`src/rtl/serial_subtractor_if.sv`:
```
// rtl/serial_subtractor_if.sv - request/result bundle for the bit-serial subtractor
interface serial_subtractor_if #(
  parameter int WIDTH = 4
);
  logic             start;
  logic [WIDTH-1:0] a;
  logic [WIDTH-1:0] b;
  logic             bin;
  logic             ready;
  logic [WIDTH-1:0] diff;
  logic             bout;
  logic             ovf;
  logic             done;

  modport master (
    output start, a, b, bin,
    input  ready, diff, bout, ovf, done
  );

  modport slave (
    input  start, a, b, bin,
    output ready, diff, bout, ovf, done
  );
endinterface

```
`src/rtl/serial_subtractor.sv`:
```
// rtl/serial_subtractor.sv - LSB-first bit-serial subtractor computing a - b - bin
// with registered difference, borrow-out and two's-complement overflow.
module serial_subtractor #(
  parameter int WIDTH = 4
) (
  input logic                clk,
  input logic                rst_n,
  serial_subtractor_if.slave bus
);
  localparam int CW = $clog2(WIDTH);

  typedef enum logic [1:0] {
    IDLE = 2'b00,
    RUN  = 2'b01,
    DONE = 2'b10
  } state_t;

  state_t           state;
  state_t           state_nxt;
  logic [WIDTH-1:0] a_sr;
  logic [WIDTH-1:0] b_sr;
  logic [WIDTH-1:0] d_sr;
  logic [CW-1:0]    cnt;
  logic             br;
  logic [WIDTH-1:0] diff_q;
  logic             bout_q;
  logic             ovf_q;

  logic a_i;
  logic b_i;
  logic d_i;
  logic br_nxt;
  logic last;

  assign a_i    = a_sr[0];
  assign b_i    = b_sr[0];
  assign d_i    = a_i ^ b_i ^ br;
  assign br_nxt = (~a_i & b_i) | (~(a_i ^ b_i) & br);
  assign last   = (cnt == CW'(WIDTH - 1));

  always_ff @(posedge clk or negedge rst_n) begin
    if (!rst_n) begin
      state <= IDLE;
    end else begin
      state <= state_nxt;
    end
  end

  always_comb begin
    state_nxt = IDLE;
    case (state)
      IDLE:    state_nxt = bus.start ? RUN : IDLE;
      RUN:     state_nxt = last ? DONE : RUN;
      DONE:    state_nxt = IDLE;
      default: state_nxt = IDLE;
    endcase
  end

  always_comb begin
    bus.ready = (state == IDLE);
    bus.done  = (state == DONE);
  end

  // On the last bit the operand shifters hold the original MSBs, so the
  // overflow flag can be formed from the same bit slice as the final borrow.
  always_ff @(posedge clk or negedge rst_n) begin
    if (!rst_n) begin
      a_sr   <= '0;
      b_sr   <= '0;
      d_sr   <= '0;
      cnt    <= '0;
      br     <= 1'b0;
      diff_q <= '0;
      bout_q <= 1'b0;
      ovf_q  <= 1'b0;
    end else if (state == IDLE && bus.start) begin
      a_sr <= bus.a;
      b_sr <= bus.b;
      d_sr <= '0;
      cnt  <= '0;
      br   <= bus.bin;
    end else if (state == RUN) begin
      a_sr <= a_sr >> 1;
      b_sr <= b_sr >> 1;
      d_sr <= {d_i, d_sr[WIDTH-1:1]};
      br   <= br_nxt;
      cnt  <= last ? '0 : cnt + 1'b1;
      if (last) begin
        diff_q <= {d_i, d_sr[WIDTH-1:1]};
        bout_q <= br_nxt;
        ovf_q  <= (a_i ^ b_i) & (d_i ^ a_i);
      end
    end
  end

  assign bus.diff = diff_q;
  assign bus.bout = bout_q;
  assign bus.ovf  = ovf_q;
endmodule

```
`src/flat_wrapper.sv`:
```
// flat-port wrapper written by rule: the top's interface ports become plain ports
module serial_subtractor_flat 
#(
  parameter int WIDTH = 4
)
  (clk, rst_n, bus_start, bus_a, bus_b, bus_bin, bus_ready, bus_diff, bus_bout, bus_ovf, bus_done);
  serial_subtractor_if #(.WIDTH(WIDTH)) bus_i ();
  input logic clk;
  input logic rst_n;
  input wire logic [$bits(bus_i.start)-1:0] bus_start;
  input wire logic [$bits(bus_i.a)-1:0] bus_a;
  input wire logic [$bits(bus_i.b)-1:0] bus_b;
  input wire logic [$bits(bus_i.bin)-1:0] bus_bin;
  output wire logic [$bits(bus_i.ready)-1:0] bus_ready;
  output wire logic [$bits(bus_i.diff)-1:0] bus_diff;
  output wire logic [$bits(bus_i.bout)-1:0] bus_bout;
  output wire logic [$bits(bus_i.ovf)-1:0] bus_ovf;
  output wire logic [$bits(bus_i.done)-1:0] bus_done;
  assign bus_i.start = bus_start;
  assign bus_i.a = bus_a;
  assign bus_i.b = bus_b;
  assign bus_i.bin = bus_bin;
  assign bus_ready = bus_i.ready;
  assign bus_diff = bus_i.diff;
  assign bus_bout = bus_i.bout;
  assign bus_ovf = bus_i.ovf;
  assign bus_done = bus_i.done;
  serial_subtractor #(.WIDTH(WIDTH)) u_core (.clk(clk), .rst_n(rst_n), .bus(bus_i));
endmodule
```
`config.mk`:
```
export PLATFORM = sky130hd
export DESIGN_NAME = serial_subtractor_flat
export DESIGN_NICKNAME = d
export VERILOG_FILES = /design/src/rtl/serial_subtractor_if.sv /design/src/rtl/serial_subtractor.sv /design/src/flat_wrapper.sv
export SDC_FILE = /design/constraint.sdc
export NUM_CORES = 1
export LEC_CHECK = 0
export CORE_MARGIN = 3
export CORE_UTILIZATION = 40
export DETAILED_ROUTE_END_ITERATION = 6
export MAX_ROUTING_LAYER = met4
export PLACE_DENSITY = 0.69
export SLEW_MARGIN = 30
export SYNTH_ARGS = -nofsm -noshare
export SYNTH_HDL_FRONTEND = slang
export SYNTH_SLANG_ARGS = --single-unit
```
`constraint.sdc`:
```
create_clock -name clk -period 1.8 [get_ports clk]
set_clock_uncertainty 0.15 [all_clocks]
set_input_delay 0.45 -clock clk [delete_from_list [all_inputs] [get_ports clk]]
set_output_delay 0.45 -clock clk [all_outputs]
set_load 0.05 [all_outputs]
```
Word level (Yosys, flattened, before mapping)
Cells that the tools add are included.
{"block": "op_classes", "n_mux": 14, "reduce_logical": 4, "bitwise": 10, "n_eq_ne": 3, "n_addsub": 1}
{"op": "2-to-1 mux 4 bit", "count": 6}
{"op": "2-to-1 mux 2 bit", "count": 4}
{"op": "equality test 2 bit, second input constant", "count": 2}
{"op": "case mux 2 bit (2 select lines)", "count": 1}
{"op": "bitwise AND 1 bit", "count": 3}
{"op": "2-to-1 mux 1 bit", "count": 3}
{"op": "NOT 1 bit", "count": 3}
{"op": "AND reduction 3 bit", "count": 1}
{"op": "bitwise XOR 1 bit", "count": 3}
{"op": "adder 2 x 1 -> 2 bit, second input constant", "count": 1}
{"op": "equality test 2 x 1 -> 1 bit, second input constant", "count": 1}
{"op": "zero test 2 bit", "count": 1}
{"op": "nonzero test 2 bit", "count": 1}
{"op": "logical AND 1 bit", "count": 1}
{"op": "OR 1 bit", "count": 1}
{"block": "word_totals", "inputBits": 12, "ff_bits": 23, "output_inout_bits": 8, "wordCells": 41}

Logic depth before layout (Yosys ltp)
Gate-level depths: netlist of the first run.
{"block": "logic_depth", "ltp_word": 6, "depth_mapped": 5, "mapped_depth_nobuf": 4}

Worst setup path before layout of the first run
No wires, ideal clock.
{"block": "synth_path", "path_type": "flip-flop to output port", "startpoint": "register u_core.state[0]", "endpoint": "output port bus_done", "stages_incl_launch_ff": 4, "n_path_buf": 2, "t_required_ns": 1.200, "setup_slack_ns": -0.103, "arrival_ns": 1.303, "path_cell_list": "dfrtp_1 buf_6 buf_4 nor2_1"}
{"block": "synth_via", "elab_chain_cells": 1}
{"item": "start: declaration", "line_no": "serial_subtractor.sv:18", "source": "state_t state;"}
{"item": "start signal: assignment", "line_no": "serial_subtractor.sv:45", "source": "state <= state_nxt;"}
{"item": "equality test 2 bit", "line_no": "serial_subtractor.sv:61", "source": "bus.done = (state == DONE);"}
{"item": "end: declaration", "line_no": "flat_wrapper.sv:18", "source": "output wire logic [$bits(bus_i.done)-1:0] bus_done;"}
No other way between the ends.

Worst setup path in the final report of the first run
Same ends and word-level chain as after synthesis.

==> out/metrics.yaml, run 1 <==
grt_pass1_vias: 836
seq_area_frac_synth_pct: 52.0
cts-htree-levels: 1
seqCellArea_um2: 553
drive_gt1_share_pct: 29.8
path_max_fanout: 7
timing.setup.critical_path_class: "flop to primary output"
avgRoutedWirePerCell_um: 14.2
crit_chain: "nor2_2, buf_12"
io_buffer_count: 19
p_per_area_nw_per_um2: 1950
hold_buffers: 0
synth_area_um2: 1060
cts_sinks: 22
viasPerCell: 5.28
cts_tree: "done"
clk_pin_slew_ns: 0.13
path_buf_inv: 1
fmax_ghz: 0.581
crit_path_start_kind: "flop"
synth_warnings: 0
hold_viol: 0
vias: 761
grt.overflow.total: 0
die_w_um: 57.4
areaGrowthSynthToFinish_pct: 37.4
max_slew_margin_pct: 79.8
gp_congestion: 0.774
grtUsageTotal_pct: 14.0
final_cell_mix: "dfrtp_1, clkdlybuf4s50_1, buf_12"
status: "complete, no violations"
root_buffer: "clkbuf_4"
crit_family: "flip-flops"
synth_nets: 103
diodes: 0
clockBufferDepth: 2
drc: 0
clock_latency_ns: 0.30
drtIter0Drc: 19
setup_violations: 0
min_period_over_period_pct: 95.6
end_kind: "primary output"
cap_violations: 0
yosysUniqueCellTypes: 27
grt_pass1_wl_um: 3550
synth_top_area_share_pct: 52.0
peakVddDrop_mv: 1.02
ios: 20
rsz0062_at_grt: "no"
syn_area_per_cell_um2: 12.2
hold_class: "input pin to async pin"
first_pass_iters: 4
place_inst: 137
start_util_pct: 42.3
layout_min_cycle_time_ns: 1.72
num_rows: 18
yosysTopAreaCell: "dfrtp_1"
instances_no_fill: 144
multi_input_area_um2: 468
die_area_um2: 3300
synth_area_leaders: "dfrtp_1, mux2_4, o32ai_1"
fin_tns_setup_ns: 0
p_leak_uw: 0.000663
worstMarginPinSlew_ns: 0.302
grt_max_degree: 23
nets: 131
wirelength_um: 2040
crit_required_ns: 1.20
synthCells: 87
ys_ff_latch: 22
critPathArrivalTime_ns: 1.12
slowest_delay_ns: 0.49
core_um2: 2500
final_common_cell: "dfrtp_1"
numCtsBuffers: 3
antenna_found_initial: 0
slowest_stage: "dfrtp_2"
maxSlewViolCount: 0
place_hpwl_um: 1510
fillers: 221
ant_nets: 0
die_h_um: 57.4
[flip-flops by register name, summed over array words and instances (netlist names)]
name	flops
u_core.bus.bout	1
u_core.a_sr	4
u_core.d_sr	3
u_core.state	2
u_core.cnt	2
u_core.br	1
u_core.bus.ovf	1
u_core.b_sr	4
u_core.bus.diff	4
[cells in the mapped netlist]
master	number
buf_4	1
o21bai_4	1
or2_1	1
a221oi_2	1
o31ai_1	2
a22o_1	4
nand2b_1	2
and2b_2	1
inv_1	4
a21oi_1	1
a222oi_1	1
o32ai_1	5
xnor2_1	1
dfrtp_1	22
nand3b_4	1
nor2_1	9
buf_6	2
nand2_1	5
fa_1	1
o22ai_1	5
mux2_4	4
o21ai_0	5
ha_1	3
clkbuf_2	1
nor2b_1	2
nor2b_4	1
and2_1	1
[layer usage]
metal  track usage [%]  vias up  wire length [µm]
met5                 -        -                 0
met4              2.98        0                 9
met3              2.94        2                95
met2              23.7       17              1030
met1              17.2      377               907
li1                  -      365                 -
[through the flow]
step / area [µm²] / util (%) / setup WS (ns) / hold slack, ns / total power (µW)
2_1_floorplan: 1060 / - / 0.121 / 0.00441 / 1900
3_3_place_gp: 1370 / 55.0 / 0.0410 / 0.342 / 2380
3_5_place_dp: 1370 / 55.0 / 0.00543 / 0.349 / 2430
4_1_cts: 1440 / 57.7 / 0.00322 / 0.340 / 2830
5_1_grt: 1450 / 58.2 / 0.0171 / 0.344 / 3030
6_report: 1450 / 58.2 / 0.0799 / 0.336 / 2830
[logic make-up (layout without fill, tap and decap cells)]
group	count (synthesis)	count (layout)	synth area share (%)
compound gates	25	25	18.8
flops	22	22	52.0
simple gates	23	23	12.5
mux	4	4	5.67
xor+xnor	1	1	0.828
buf+inv	8	35	4.73
fa+ha+maj	4	4	5.44
[power breakdown]
group | switching, µW | internal, µW
sequential | 217 | 721
combinational | 735 | 779
clock | 153 | 225
[worst paths after layout]
check                                startpoint                  to  slack, ns  cells past startpoint
worst max-delay path            u_core.state[0]            bus_done       0.08                      2
worst min-delay path                      rst_n  u_core.bus.diff[2]       0.34                      2
worst max register to register   u_core.b_sr[0]      u_core.bus.ovf       0.23                      4
worst min register to register   u_core.d_sr[1]      u_core.d_sr[1]       0.37                      1
max in group asynchronous                 rst_n     u_core.state[1]       0.93                      2
min in group clk                 u_core.d_sr[1]      u_core.d_sr[1]       0.37                      1
[final cells by class]
type / count / share of cell area (%)
Clock buffer: 3 / 1.55
Clock inverter: 1 / 2.07
Inverter: 4 / 1.03
Multi-Input combinational cell: 57 / 32.2
Sequential cell: 22 / 38.0
Tap cell: 30 / 2.58
Timing Repair Buffer: 27 / 22.5
[timing repair]
| item | in CTS | in global routing |
|---|---|---|
| endpoints found under the setup margin | 2 | 2 |
| setup buffers | 1 | 2 |
| pin swaps | 0 | 1 |
| resized for setup | 3 | 1 |
Note: power is estimated with default switching activity, not from simulation.
==> run 2: changes to the inputs <==
- ABC_AREA: unset -> 1
==> run 2 against run 1 <==
Compared with the run above: cell area shrank 1.5%; synthesized cell count grew 40%; synthesized area grew 2.2%; global-route usage grew 0.82 points; worst setup slack gained 0.022 ns; fmax grew 1.3%; critical path depth is the same; utilization shrank 1.4 points; largest cell class unchanged.
==> out/metrics.yaml, run 2 <==
cp-endpoint: "bus_ready"  # was bus_done
cts-htree-levels: 1  # unchanged
fin_tns_setup_ns: 0  # unchanged
r2r_cells: 6  # was 4
end_kind: "primary output"  # unchanged
areaGrowthSynthToFinish_pct: 32.4  # was 37.4%
grt.overflow.total: 0  # unchanged
viasPerCell: 5.04  # was 5.28
cts_tree: "done"  # unchanged
die_w_um: 58.0  # was 57.4 µm
critPathArrivalTime_ns: 1.10  # was 1.12 ns
final_cell_mix: "nand2_1, dfrtp_1, nand3_1"  # was dfrtp_1, clkdlybuf4s50_1, buf_12
grt_max_degree: 23  # unchanged
synth_area_leaders: "dfrtp_1, nand2_1, nand3_1"  # was dfrtp_1, mux2_4, o32ai_1
final_common_cell: "nand2_1"  # was dfrtp_1
yosysMostFrequentCell: "nand2_1"  # was dfrtp_1
yosysUniqueCellTypes: 21  # was 27
drc: 0  # unchanged
hold_viol: 0  # unchanged
hold_buffers: 0  # unchanged
wirelength_um: 2110  # was 2040 µm
drtIter0Drc: 15  # was 19
grt_pass1_vias: 894  # was 836
setup.worst_path.start: "u_core.state[0]"  # unchanged
seqCellArea_um2: 552  # was 553 µm²
timing.setup.critical_path_class: "flop to primary output"  # unchanged
synth_area_um2: 1080  # was 1060 µm²
first_pass_iters: 5  # was 4
ys_ff_latch: 22  # unchanged
vias: 887  # was 761
synth_nets: 138  # was 103
yosysTopAreaCell: "dfrtp_1"  # unchanged
num_rows: 18  # unchanged
ys_top_cells_by_count: "nand2_1, dfrtp_1, nand3_1"  # was dfrtp_1, nor2_1
ios: 20  # unchanged
crit_chain: "nor2_2, buf_12"  # unchanged
min_period_over_period_pct: 94.3  # was 95.6%
reg2reg_from: "u_core.br"  # was u_core.b_sr[0]
io_buffer_count: 19  # unchanged
hold_class: "input pin to async pin"  # unchanged
gp_congestion: 0.933  # was 0.774
die_h_um: 58.0  # was 57.4 µm
fmax_ghz: 0.589  # was 0.581 GHz
root_buffer: "clkbuf_4"  # unchanged
cts_sinks: 22  # unchanged
seq_area_frac_synth_pct: 50.9  # was 52.0%
grtUsageTotal_pct: 14.8  # was 14.0%
rrSetupSlack_ns: 0.32  # was 0.23 ns
setup_violations: 0  # unchanged
syn_area_per_cell_um2: 8.87  # was 12.2 µm²
status: "complete, no violations"  # unchanged
layout_min_cycle_time_ns: 1.70  # was 1.72 ns
fillers: 243  # was 221
avgRoutedWirePerCell_um: 12.0  # was 14.2 µm
peakVddDrop_mv: 1.39  # was 1.02 mV
place_hpwl_um: 1560  # was 1510 µm
diodes: 0  # unchanged
grt_pass1_wl_um: 3730  # was 3550 µm
p_leak_uw: 0.000705  # was 0.000663 µW
slowest_stage: "dfrtp_1"  # was dfrtp_2
worstMarginPinSlew_ns: 0.396  # was 0.302 ns
multi_input_area_um2: 459  # was 468 µm²
path_max_fanout: 3  # was 7
synth_flop_cell: "dfrtp_1"  # unchanged
crit_required_ns: 1.20  # about the same
maxSlewViolCount: 0  # unchanged
synthArstFlopShare_pct: 100  # unchanged
synthCells: 122  # was 87
power.total_uw: 2700  # was 2830 µW
ant_nets: 0  # unchanged
synth_warnings: 0  # unchanged
drive_gt1_share_pct: 20.5  # was 29.8%
synth_top_area_share_pct: 50.9  # was 52.0%
r2r_end: "u_core.bus.ovf"  # unchanged
die_area_um2: 3370  # was 3300 µm²
p_per_area_nw_per_um2: 1890  # was 1950 nW/µm²
core_um2: 2520  # was 2500 µm²
start_util_pct: 42.9  # was 42.3%
cap_violations: 0  # unchanged
synth-edff-count: 0  # unchanged
rsz0062_at_grt: "no"  # unchanged
crit_path_start_kind: "flop"  # unchanged
clk_pin_slew_ns: 0.12  # was 0.13 ns
max_slew_margin_pct: 73.5  # was 79.8%
slowest_delay_ns: 0.43  # was 0.49 ns
clock_latency_ns: 0.31  # was 0.30 ns
numCtsBuffers: 3  # unchanged
antenna_found_initial: 0  # unchanged
clockBufferDepth: 2  # unchanged
nets: 163  # was 131
## run 2: changes by cell type after synthesis, sizes merged, moves of 5 or more
cell / previous run / this run
inv: 4 / 10
nand3: 0 / 13
nand2: 5 / 44
o22ai: 5 / 0
o32ai: 5 / 0
## run 2: where the power goes
| group | internal (µW) | switching (µW) | leakage (µW) |
|---|---|---|---|
| clock | 123 | 144 | 0.0000210 |
| sequential | 720 | 186 | 0.000278 |
| combinational | 658 | 872 | 0.000407 |
## run 2: critical path: cells and delay by family, from the launching register on
| kind | cells | cell delay, ns |
|---|---|---|
| flip-flops | 1 | 0.43 |
| AND/OR/NAND/NOR | 1 | 0.20 |
| buffers and inverters | 1 | 0.16 |
## run 2: routing by layer
layer  vias up  global-route usage [%]  share of wire (%)  routed length [µm]
met2        34                    26.3                 52                1090
met5         -                       -                  0                   0
met3         8                    2.90                5.6                 119
met4         0                    5.96                1.0                  21
met1       416                    16.2                 41                 873
li1        429                       -                  -                   -
## run 2: kinds of logic after synthesis
kind of cell | count (synthesis) | share of synthesized area (%)
adder cells (fa/ha/maj) | 4 | 5.32
AO/OA/AOI/OAI | 9 | 5.20
AND/OR/NAND/NOR | 73 | 31.7
flip-flops | 22 | 50.9
buffers and inverters | 14 | 6.94
## run 2: final cells by class
cell class              count  share of cell area, %
flip-flops and latches     22                   38.5
repair buffers             24                   21.5
inverters                  10                   2.79
multi-input cells          86                   32.1
well taps                  30                   2.62
clock buffers               4                   2.53
## run 2: worst min-delay path by stage
stage	from	to	slack [ns]	cells past startpoint
global route	rst_n	u_core.bus.diff[0]	0.33	2
global placement	u_core.b_sr[1]	u_core.b_sr[1]	0.32	2
detailed placement	u_core.a_sr[1]	u_core.a_sr[1]	0.32	2
floorplan	rst_n	u_core.a_sr[0]	0.004	0
finish	rst_n	u_core.d_sr[2]	0.33	2
CTS	rst_n	u_core.bus.diff[3]	0.33	2
## run 2: through the flow
stage	area, µm²	hold slack (ns)	util (%)	setup WS (ns)	instances
2_1_floorplan	1080	0.00441	-	0.0211	122
3_3_place_gp	1390	0.315	54.9	0.145	171
3_5_place_dp	1390	0.316	54.9	0.104	171
4_1_cts	1430	0.328	56.5	0.0552	175
5_1_grt	1430	0.334	56.8	0.0260	176
6_report	1430	0.327	56.8	0.102	176
## run 2: timing repair
item                                    4_1_cts  5_1_grt
endpoints found under the setup margin        1        1
resized for setup                             2        0
setup buffers                                 0        1
==> run 3: changes to the inputs <==
- PLACE_DENSITY: 0.69 -> 0.61
==> run 3 against run 2 <==
Compared with the run above: power up 0.75%; cell area up 0.87%; fmax down 0.97%; via count down 4.8%; sequential power about the same; first-iteration DRC count up 60%; critical endpoint is now bus_done.
==> out/metrics.yaml, run 3 (synthesis gave the netlist of run 2 again) <==
status: "complete, no violations"  # unchanged
core_um2: 2520  # unchanged
clock_latency_ns: 0.31  # about the same
postCtsSetupRepairBufs: 0  # unchanged
max_slew_margin_pct: 81.0  # was 73.5%
viasPerCell: 4.80  # was 5.04
worstMarginPinSlew_ns: 0.285  # was 0.396 ns
diodes: 0  # unchanged
cts-htree-levels: 1  # unchanged
drive_gt1_share_pct: 20.5  # unchanged
root_buffer: "clkbuf_4"  # unchanged
p_per_area_nw_per_um2: 1880  # was 1890 nW/µm²
setup_violations: 0  # unchanged
ios: 20  # unchanged
start_util_pct: 42.9  # unchanged
vias: 844  # was 887
grt.overflow.total: 0  # unchanged
p_leak_uw: 0.000709  # was 0.000705 µW
grt_max_degree: 23  # unchanged
cts_resized: 2  # unchanged
cts_tree: "done"  # unchanged
fmax_ghz: 0.583  # was 0.589 GHz
critPathArrivalTime_ns: 1.11  # was 1.10 ns
hold_buffers: 0  # unchanged
nets: 163  # unchanged
place_hpwl_um: 1520  # was 1560 µm
antenna_found_initial: 0  # unchanged
fin_tns_setup_ns: 0  # unchanged
grt_pass1_wl_um: 3510  # was 3730 µm
setup.worst_path.start: "u_core.state[1]"  # was u_core.state[0]
power.total_uw: 2720  # was 2700 µW
cts_sinks: 22  # unchanged
die_w_um: 58.0  # unchanged
hold_class: "input pin to async pin"  # unchanged
io_buffer_count: 19  # unchanged
grtUsageTotal_pct: 14.1  # was 14.8%
peakVddDrop_mv: 1.24  # was 1.39 mV
cap_violations: 0  # unchanged
clk_pin_slew_ns: 0.12  # about the same
layout_min_cycle_time_ns: 1.71  # was 1.70 ns
final_common_cell: "nand2_1"  # unchanged
final_cell_mix: "nand2_1, dfrtp_1, nand3_1"  # unchanged
areaGrowthSynthToFinish_pct: 33.5  # was 32.4%
drtIter0Drc: 24  # was 15
numCtsBuffers: 3  # unchanged
avgRoutedWirePerCell_um: 11.3  # was 12.0 µm
die_h_um: 58.0  # unchanged
grt_pass1_vias: 835  # was 894
hold_viol: 0  # unchanged
rrSetupSlack_ns: 0.32  # about the same
wirelength_um: 1990  # was 2110 µm
die_area_um2: 3370  # unchanged
maxSlewViolCount: 0  # unchanged
ant_nets: 0  # unchanged
r2r_cells: 6  # unchanged
clockBufferDepth: 2  # unchanged
end_kind: "primary output"  # unchanged
crit_path_start_kind: "flop"  # unchanged
cp-endpoint: "bus_done"  # was bus_ready
post-route-util_pct: 57.3  # was 56.8%
crit_required_ns: 1.20  # about the same
gp_congestion: 0.846  # was 0.933
first_pass_iters: 4  # was 5
reg2reg_from: "u_core.b_sr[0]"  # was u_core.br
fillers: 226  # was 243
min_period_over_period_pct: 95.3  # was 94.3%
path_max_fanout: 7  # was 3
drc: 0  # unchanged
timing.setup.critical_path_class: "flop to primary output"  # unchanged
num_rows: 18  # unchanged
rsz0062_at_grt: "no"  # unchanged
r2r_end: "u_core.bus.ovf"  # unchanged
run 3: cell counts in the layout (fill, tap and decap cells not counted):
Identical to the previous run, type by type.
run 3: layer usage:
layer	part of all wire (%)	up-vias	GRT usage, %	routed length [µm]
met3	5.5	4	2.67	110
met1	45	388	16.4	890
met4	1.2	0	6.29	23
met2	48	21	23.5	964
met5	0	-	-	0
li1	-	431	-	-
run 3: how the worst min path moves through the flow:
stage	cells past startpoint	to	slack (ns)
2_1_floorplan	0	u_core.a_sr[0]	0.004
3_3_place_gp	2	u_core.bus.diff[0]	0.31
3_5_place_dp	2	u_core.bus.diff[0]	0.31
4_1_cts	2	u_core.bus.diff[3]	0.31
5_1_grt	2	u_core.bus.diff[3]	0.33
6_report	2	u_core.br	0.32
run 3: per-stage QoR:
step | setup WS (ns) | instance area, µm² | hold WS (ns) | std cells
after floorplan | 0.0211 | 1080 | 0.00441 | 122
after global placement | 0.178 | 1410 | 0.306 | 172
after detailed placement | 0.131 | 1410 | 0.306 | 172
after CTS | 0.0570 | 1450 | 0.315 | 176
after global routing | 0.00337 | 1450 | 0.329 | 176
final | 0.0852 | 1450 | 0.324 | 176
run 3: critical path, stage by stage, from the launching register on:
cell and delay, ns:
dfrtp_2 0.44, inv_4 0.08, nor2_2 0.14, buf_12 0.15
run 3: power breakdown:
part | internal [µW] | leakage, µW | switching [µW]
combinational | 690 | 0.000410 | 861
clock | 124 | 0.0000210 | 145
sequential | 719 | 0.000278 | 183
total | 1530 | 0.000709 | 1190
run 3: layout make-up:
| type | instances | area [µm²] | area share [%] |
|---|---|---|---|
| sequential | 22 | 552 | 38.2 |
| tap | 30 | 37.5 | 2.60 |
| timing repair buffer | 24 | 320 | 22.2 |
| multi-input combinational | 86 | 459 | 31.8 |
| clock buffer | 4 | 36.3 | 2.51 |
| inverter | 10 | 40.0 | 2.77 |
